[config.mk]
export PLATFORM = sky130hd
export DESIGN_NAME = operand_stage
export DESIGN_NICKNAME = d
export VERILOG_FILES = /design/src/rtl/operand_stage.sv
export SDC_FILE = /design/constraint.sdc
export NUM_CORES = 1
export LEC_CHECK = 0
export CORE_MARGIN = 8
export CORE_UTILIZATION = 42
export CTS_CLUSTER_SIZE = 8
export DETAILED_ROUTE_END_ITERATION = 16
export GPL_TIMING_DRIVEN = 1
export HOLD_SLACK_MARGIN = 0.15
export PLACE_DENSITY = 0.86
export SYNTH_ARGS = -nofsm -noshare
export SYNTH_HDL_FRONTEND = slang
export SYNTH_HIERARCHICAL = 1
export SYNTH_SLANG_ARGS = --single-unit
[constraint.sdc]
create_clock -name clk -period 2.6 [get_ports clk]
set_input_delay 0.52 -clock clk [delete_from_list [all_inputs] [get_ports clk]]
set_output_delay 0.52 -clock clk [all_outputs]
set_load 0.02 [all_outputs]
[src/rtl/operand_stage.sv]
// ID->EX operand stage: writeback bypass for both sources, load-use stall
// detection with a one-cycle bubble, flush handling and a saturating stall counter.

module operand_bypass (
  input  logic [4:0]  rs_addr,
  input  logic [31:0] rf_data,
  input  logic        wb_regwrite,
  input  logic [4:0]  wb_rd_addr,
  input  logic [31:0] wb_data,
  output logic [31:0] op
);
  // x0 wins over any bypass; since rs_addr!=0 on the bypass arm, wb_rd_addr==0 never forwards
  always_comb begin
    op = rf_data;
    if (rs_addr == 5'd0)                                op = '0;
    else if (wb_regwrite && (wb_rd_addr == rs_addr))    op = wb_data;
  end
endmodule

module operand_stage (
  input  logic        clk,
  input  logic        rst,
  input  logic        id_valid,
  input  logic [4:0]  id_rs1_addr,
  input  logic [4:0]  id_rs2_addr,
  input  logic [4:0]  id_rd_addr,
  input  logic        id_regwrite,
  input  logic        id_memread,
  input  logic [31:0] rf_rs1,
  input  logic [31:0] rf_rs2,
  input  logic        wb_regwrite,
  input  logic [4:0]  wb_rd_addr,
  input  logic [31:0] wb_data,
  input  logic        ex_flush,
  output logic        id_stall,
  output logic        ex_valid,
  output logic        ex_regwrite,
  output logic        ex_memread,
  output logic [4:0]  ex_rs1_addr,
  output logic [4:0]  ex_rs2_addr,
  output logic [4:0]  ex_rd_addr,
  output logic [31:0] ex_rs1_data,
  output logic [31:0] ex_rs2_data,
  output logic [15:0] stall_count
);
  localparam int NUM_OPS = 2;

  typedef enum logic {RUN, BUBBLE} state_t;

  state_t      state_q;
  logic        valid_q, regwrite_q, memread_q;
  logic [4:0]  rs1_addr_q, rs2_addr_q, rd_addr_q;
  logic [31:0] rs1_data_q, rs2_data_q;
  logic [15:0] stall_cnt_q;

  logic [NUM_OPS-1:0][4:0]  rs_addr;
  logic [NUM_OPS-1:0][31:0] rf_data;
  logic [NUM_OPS-1:0][31:0] op;
  logic                     hazard;

  assign rs_addr = {id_rs2_addr, id_rs1_addr};
  assign rf_data = {rf_rs2, rf_rs1};

  for (genvar g = 0; g < NUM_OPS; g++) begin : g_byp
    operand_bypass u_byp (
      .rs_addr     (rs_addr[g]),
      .rf_data     (rf_data[g]),
      .wb_regwrite (wb_regwrite),
      .wb_rd_addr  (wb_rd_addr),
      .wb_data     (wb_data),
      .op          (op[g])
    );
  end

  // BUBBLE gating is redundant with the cleared memread but makes the 1-cycle stall explicit
  assign hazard = (state_q == RUN) && id_valid && valid_q && memread_q &&
                  (rd_addr_q != 5'd0) &&
                  ((rd_addr_q == id_rs1_addr) || (rd_addr_q == id_rs2_addr));
  assign id_stall = hazard && !ex_flush;

  always_ff @(posedge clk or negedge rst) begin
    if (!rst) begin
      state_q     <= RUN;
      valid_q     <= 1'b0;
      regwrite_q  <= 1'b0;
      memread_q   <= 1'b0;
      rs1_addr_q  <= '0;
      rs2_addr_q  <= '0;
      rd_addr_q   <= '0;
      rs1_data_q  <= '0;
      rs2_data_q  <= '0;
      stall_cnt_q <= '0;
    end else if (ex_flush || id_stall) begin
      state_q     <= ex_flush ? RUN : BUBBLE;
      valid_q     <= 1'b0;
      regwrite_q  <= 1'b0;
      memread_q   <= 1'b0;
      rs1_addr_q  <= '0;
      rs2_addr_q  <= '0;
      rd_addr_q   <= '0;
      rs1_data_q  <= '0;
      rs2_data_q  <= '0;
      if (!ex_flush && (stall_cnt_q != 16'hFFFF))
        stall_cnt_q <= stall_cnt_q + 16'd1;
    end else begin
      state_q     <= RUN;
      valid_q     <= id_valid;
      regwrite_q  <= id_valid && id_regwrite;
      memread_q   <= id_valid && id_memread;
      rs1_addr_q  <= id_rs1_addr;
      rs2_addr_q  <= id_rs2_addr;
      rd_addr_q   <= id_rd_addr;
      rs1_data_q  <= op[0];
      rs2_data_q  <= op[1];
    end
  end

  assign ex_valid    = valid_q;
  assign ex_regwrite = regwrite_q;
  assign ex_memread  = memread_q;
  assign ex_rs1_addr = rs1_addr_q;
  assign ex_rs2_addr = rs2_addr_q;
  assign ex_rd_addr  = rd_addr_q;
  assign ex_rs1_data = rs1_data_q;
  assign ex_rs2_data = rs2_data_q;
  assign stall_count = stall_cnt_q;
endmodule

== Yosys cells after proc, flatten, opt, wreduce, memory -nomap -nowiden ==
Index checks and enable logic that the tools add are counted.
Storage, ports and cells
  register bits: 99
  input port bits: 123
  output and inout port bits: 99
  logic and storage cells: 49
Operators by class
  add/subtract/negate cells: 1
  equality and inequality tests: 5
  multiplexer cells: 14
  bitwise gates (word level): 1
  reduce and logical (&&, ||, !) cells: 18
Operators with widths (count)
  32-bit two-way mux: 6
  5-bit equality test: 4
  16-bit by 1-bit adder with 16-bit output, second input constant: 1
  16-bit inequality test, second input constant: 1
  5-bit two-way mux: 3
  1-bit logical AND: 11
  5-bit logical NOT: 2
  1-bit two-way mux: 5
  5-bit nonzero test: 1
  1-bit logical OR: 2
  2-bit AND reduction: 1
  1-bit logical NOT: 1
  1-bit inverter: 1

== Depth between registers and ports, before layout ==
  depth in word-level cells: 9
  mapped depth: 7
  gate-level depth less buffers: 6

== By module ==
Netlist, hierarchy kept.
Modules (own cells, without submodules)
  operand_stage: instances 1, cells each 275, area each 3716.1 um^2, seq. area each 2477.4 um^2
  operand_bypass: instances 2, cells each 123, area each 645.6 um^2, seq. area each 0.0 um^2

== Least setup slack after synthesis ==
No wires, ideal clock.
  kind: register -> output
  start point: reg rd_addr_q[0] (netlist: ex_rd_addr[0])
  end point: out id_stall
  arrival: 1.769 ns
  required time: 2.080 ns
  setup slack: 0.311 ns
  stages on the path, launching flop included: 6
  path buffers: 1
  cells stage by stage: dfrtp_1 xnor2_1 nand3_1 o22a_1 buf_2 nor3_1
Between the ends
  cells in the longest elaborated chain, start to end: 4
  elaborated cells between the ends (all ways): 7
  classes of those cells: eq/ne: 2; reduce/logical: 5
Ends and longest elaborated chain
  start, declared: RTL line 52  | logic [4:0] rs1_addr_q, rs2_addr_q, rd_addr_q;
  start signal, assigned: RTL line 112  | rd_addr_q <= id_rd_addr;
  5-bit equality test or 5-bit nonzero test (tied branches): RTL line 78, 77
  1-bit logical OR or 1-bit logical AND (tied branches): RTL line 78, 76
  1-bit logical AND (*): RTL line 77  | (rd_addr_q != 5'd0) &&
  1-bit logical AND (*): RTL line 79  | assign id_stall = hazard && !ex_flush;
  end, declared: RTL line 35  | output logic id_stall,
Every way passes the cells marked *; elsewhere a longest branch is shown, timed or not.

== Worst setup path in the final report ==
  start point: in id_rs1_addr[4]
  end point: out id_stall
Between the ends
  cells in the longest elaborated chain, start to end: 4
Ends and longest elaborated chain
  start, declared: RTL line 24  | input logic [4:0] id_rs1_addr,
  5-bit equality test: RTL line 78  | ((rd_addr_q == id_rs1_addr) || (rd_addr_q == id_rs2_addr));
  1-bit logical OR: RTL line 78
  1-bit logical AND: RTL line 77
  1-bit logical AND: RTL line 79
No other way between the ends.

==> impl_results.rst <==
.. list-table::
   :header-rows: 1

   * - Metric
     - Value
   * - Outcome
     - finished, final reports clean
   * - Clock tree from TritonCTS
     - built
   * - Number of hold violations in the final report
     - 0
   * - Fraction of the cycle the final worst path needs
     - 0.9653
   * - Number of diodes added for antenna fixing
     - 0
   * - First drt pass iteration count
     - 5
   * - Cts bufs inserted
     - 9
   * - Final net count
     - between 800 and 900
   * - Number of clock sinks seen by CTS
     - between 90 and 100
   * - Synthesized netlist cell count
     - 521
   * - RSZ-0062 raised after global routing
     - no
   * - Critical Path Fanout Max
     - 2
   * - Vias after detailed routing
     - roughly 5000
   * - Number of DRC markers in iteration 0
     - between 500 and 600
   * - Detailed placer's ending HPWL
     - 13330 microns
   * - Synthesis-to-layout area growth
     - 55.90%
   * - Number of buffers between clock root and the deepest sink
     - 2
   * - Uppermost signal routing layer after detailed routing
     - met4
   * - Max-slew violation count
     - 0
   * - Routed vias/inst
     - 5.570
   * - Syn Area/Cell
     - around 9.6 sq um
   * - Worst hold-check path type
     - flip-flop to flip-flop
   * - HP Start
     - stall_count[7]
   * - Synthesized cell area
     - 5007 sq um
   * - Most repeated cell in the gate-level netlist after synthesis
     - sky130_fd_sc_hd__dfrtp_1
   * - Count of buffers from port buffering
     - 221
   * - Post-detailed-placement cell area
     - roughly 7500 sq um
   * - Synthesized net count
     - about 650
   * - Placement row count
     - 40
   * - Number of antenna violations at the first check in global routing
     - 0
   * - Finished layout cell area
     - just under 8000 sq um
   * - Library cell with the largest summed area after synthesis
     - sky130_fd_sc_hd__dfrtp_1
   * - Flop and latch count out of synthesis
     - 99
   * - Wire per inst
     - roughly 19 microns
   * - Time the final worst path needs with I/O delays and setup
     - 2.510 ns
   * - Power density normalized to cell area
     - approximately 470 nW/um^2
   * - Top FF cell, synth
     - sky130_fd_sc_hd__dfrtp_1
   * - Global route total overflow
     - 0
   * - Area contributors post-synth
     - sky130_fd_sc_hd__dfrtp_1 (49%), sky130_fd_sc_hd__and2_1 (11%), sky130_fd_sc_hd__nand4_1 (8.1%)
   * - Largest net degree at the start of global routing
     - 65
   * - Number of global-route vias before repair
     - 5085
   * - Total track usage
     - 0.2133
   * - Met3 Wirelength
     - approximately 1600 microns
   * - I/O pin total
     - 222
   * - Total power
     - 3.652 mW
   * - Initial standard-cell utilization of the core
     - 0.4239
   * - Global-route wire length before repair
     - between 20000 and 30000 microns
   * - Category of the worst setup path launch point
     - input pin
   * - Launch point of the critical path
     - id_rs1_addr[4]
   * - Level count of the clock H-tree
     - 3
   * - Critical path endpoint category
     - primary output
   * - Final number of setup-violating endpoints
     - 0
   * - Die H
     - around 130 microns
   * - Wire length the detailed router placed on met1
     - roughly 7000 microns
   * - Layout cells sized above 1
     - 0.09921
   * - Total of max-cap violations
     - 0
   * - Core footprint
     - roughly 12000 sq um
   * - EDFF count, synth
     - 0
   * - Total detailed-routing wirelength
     - 17510 microns
   * - Reg clk slew, reported paths
     - roughly 0.060 ns
   * - Routability Congestion
     - about 0.87
   * - Proportion of synthesized flip-flops having asynchronous set or reset
     - 1.000
   * - Crit path DAT
     - around 2 ns
   * - Latest clock arrival within the worst-skew pair
     - around 0.33 ns
   * - Root Buffer Master
     - sky130_fd_sc_hd__clkbuf_16
   * - DRC violations left
     - 0
   * - Top cell types by occurrence after synthesis
     - sky130_fd_sc_hd__dfrtp_1 (99), sky130_fd_sc_hd__and2_1 (86), sky130_fd_sc_hd__nand2_1 (76)
   * - Share of the synthesized area in the top cell type
     - 0.4948
   * - Worst Path Class, Setup
     - input pin to primary output
   * - Register area share after synthesis
     - 0.4948
   * - Worst-Margin Slew
     - ~0.44 ns
   * - Worst slew margin
     - 0.7051
   * - Synth warnings
     - 6
   * - Endpoint required time on the critical path
     - around 2.1 ns
   * - Leakage power figure
     - roughly 3.3 nW
   * - Number of nets with antenna violations after routing
     - 0
   * - Clock Skew
     - 0.006362 ns
   * - Maximum operating frequency
     - around 400 MHz
   * - Die footprint
     - between 15000 and 20000 sq um
   * - Number of setup buffers added after CTS
     - 0
   * - Die boundary width
     - ~130 microns
   * - Max VDD drop
     - approximately 260 uV
   * - Amount of wire on met2 after detailed routing
     - 8503 microns
   * - Number of library cell types mapped by synthesis
     - 41
   * - Source of the worst register-to-register timing path
     - stall_count[0]
[repair_timing]
item	CTS	global route
endpoints found under the setup margin	1	1
gates resized for setup	6	1
hold endpoints to repair	31	0
hold buffers	1	0
[flip-flops by register name, indices dropped and copies added (netlist names)]
| signal | count |
|---|---|
| ex_rs1_addr | 5 |
| state_q | 1 |
| ex_valid | 1 |
| ex_rd_addr | 5 |
| ex_rs2_addr | 5 |
| ex_rs1_data | 32 |
| ex_rs2_data | 32 |
| ex_regwrite | 1 |
| stall_count | 16 |
| ex_memread | 1 |
[placed cells by master (no fill, tap or decap), drive strengths merged, types with 2 or more instances in the layout]
| master | count |
|---|---|
| clkbuf | 13 |
| nor4 | 5 |
| or4 | 3 |
| buf | 41 |
| nand3 | 10 |
| nor2 | 9 |
| nand2b | 2 |
| nand4 | 65 |
| o21ai | 66 |
| mux2 | 3 |
| nor4b | 5 |
| and2 | 86 |
| a21oi | 2 |
| xor2 | 18 |
| nor3 | 4 |
| clkdlybuf4s50 | 219 |
| dfrtp | 99 |
| xnor2 | 15 |
| nand2 | 76 |
| nand4b | 2 |
[worst max-delay path, cell delays in order]
cell and delay (ns):
sky130_fd_sc_hd__clkdlybuf4s50_1 0.50, sky130_fd_sc_hd__xnor2_1 0.13, sky130_fd_sc_hd__nand3_1 0.14, sky130_fd_sc_hd__o22a_1 0.26, sky130_fd_sc_hd__nor3_1 0.25, sky130_fd_sc_hd__buf_4 0.19
[layer usage]
metal	global-route usage	vias to the layer above
met5	0	-
met4	0.07593	0
met3	0.06077	41
met2	0.3672	289
met1	0.2487	2446
li1	-	2254
[logic make-up after synthesis]
group / synth area share
adders and majority gates: 0.002498
xor gates and xnor gates: 0.05772
buffers and inverters: 0.04223
AOI/OAI and AO/OA: 0.08021
and+or+nand+nor: 0.3158
muxes: 0.006746
DFF: 0.4948
[where the power goes]
part           internal [mW]  switching, mW  total (mW)
logic                  0.416          0.385       0.801
clock network          0.670          0.539        1.21
registers               1.61         0.0305        1.64
total                   2.70          0.954        3.65
[through the flow]
step	instances	setup TNS, ns	hold slack [ns]	utilization	setup WS (ns)
after global placement	887	-0.3299	0.4897	0.6374	-0.3299
after floorplan	521	0	0.2244	-	0.3107
after global routing	903	0	0.5368	0.6609	0.007506
after CTS	903	0	0.5435	0.6607	0.07408
after detailed placement	887	-0.3933	0.4941	0.6374	-0.3933
final	903	0	0.5425	0.6609	0.09022
[layout make-up]
| class | count | area (sq um) |
|---|---|---|
| Fill cell | 912 | 4005 |
| Timing Repair Buffer | 261 | 2547 |
| Sequential cell | 99 | 2477 |
| Multi-Input combinational cell | 380 | 2331 |
| Clock buffer | 13 | 250.2 |
| Tap cell | 147 | 183.9 |
| Clock inverter | 2 | 12.51 |
| Inverter | 1 | 3.754 |
[worst paths after layout]
check | slack, ns | endpoint | depth (start not counted)
worst max-delay path | 0.09 | id_stall | 6
worst min-delay path | 0.54 | stall_count[7] | 1
worst max register to register | 0.44 | stall_count[8] | 6
worst min register to register | 0.54 | stall_count[7] | 1
max in group asynchronous | 1.30 | ex_rs2_data[22] | 3
min in group asynchronous | 0.68 | ex_rs2_data[4] | 2
Note: power is estimated with default switching activity, not from simulation.
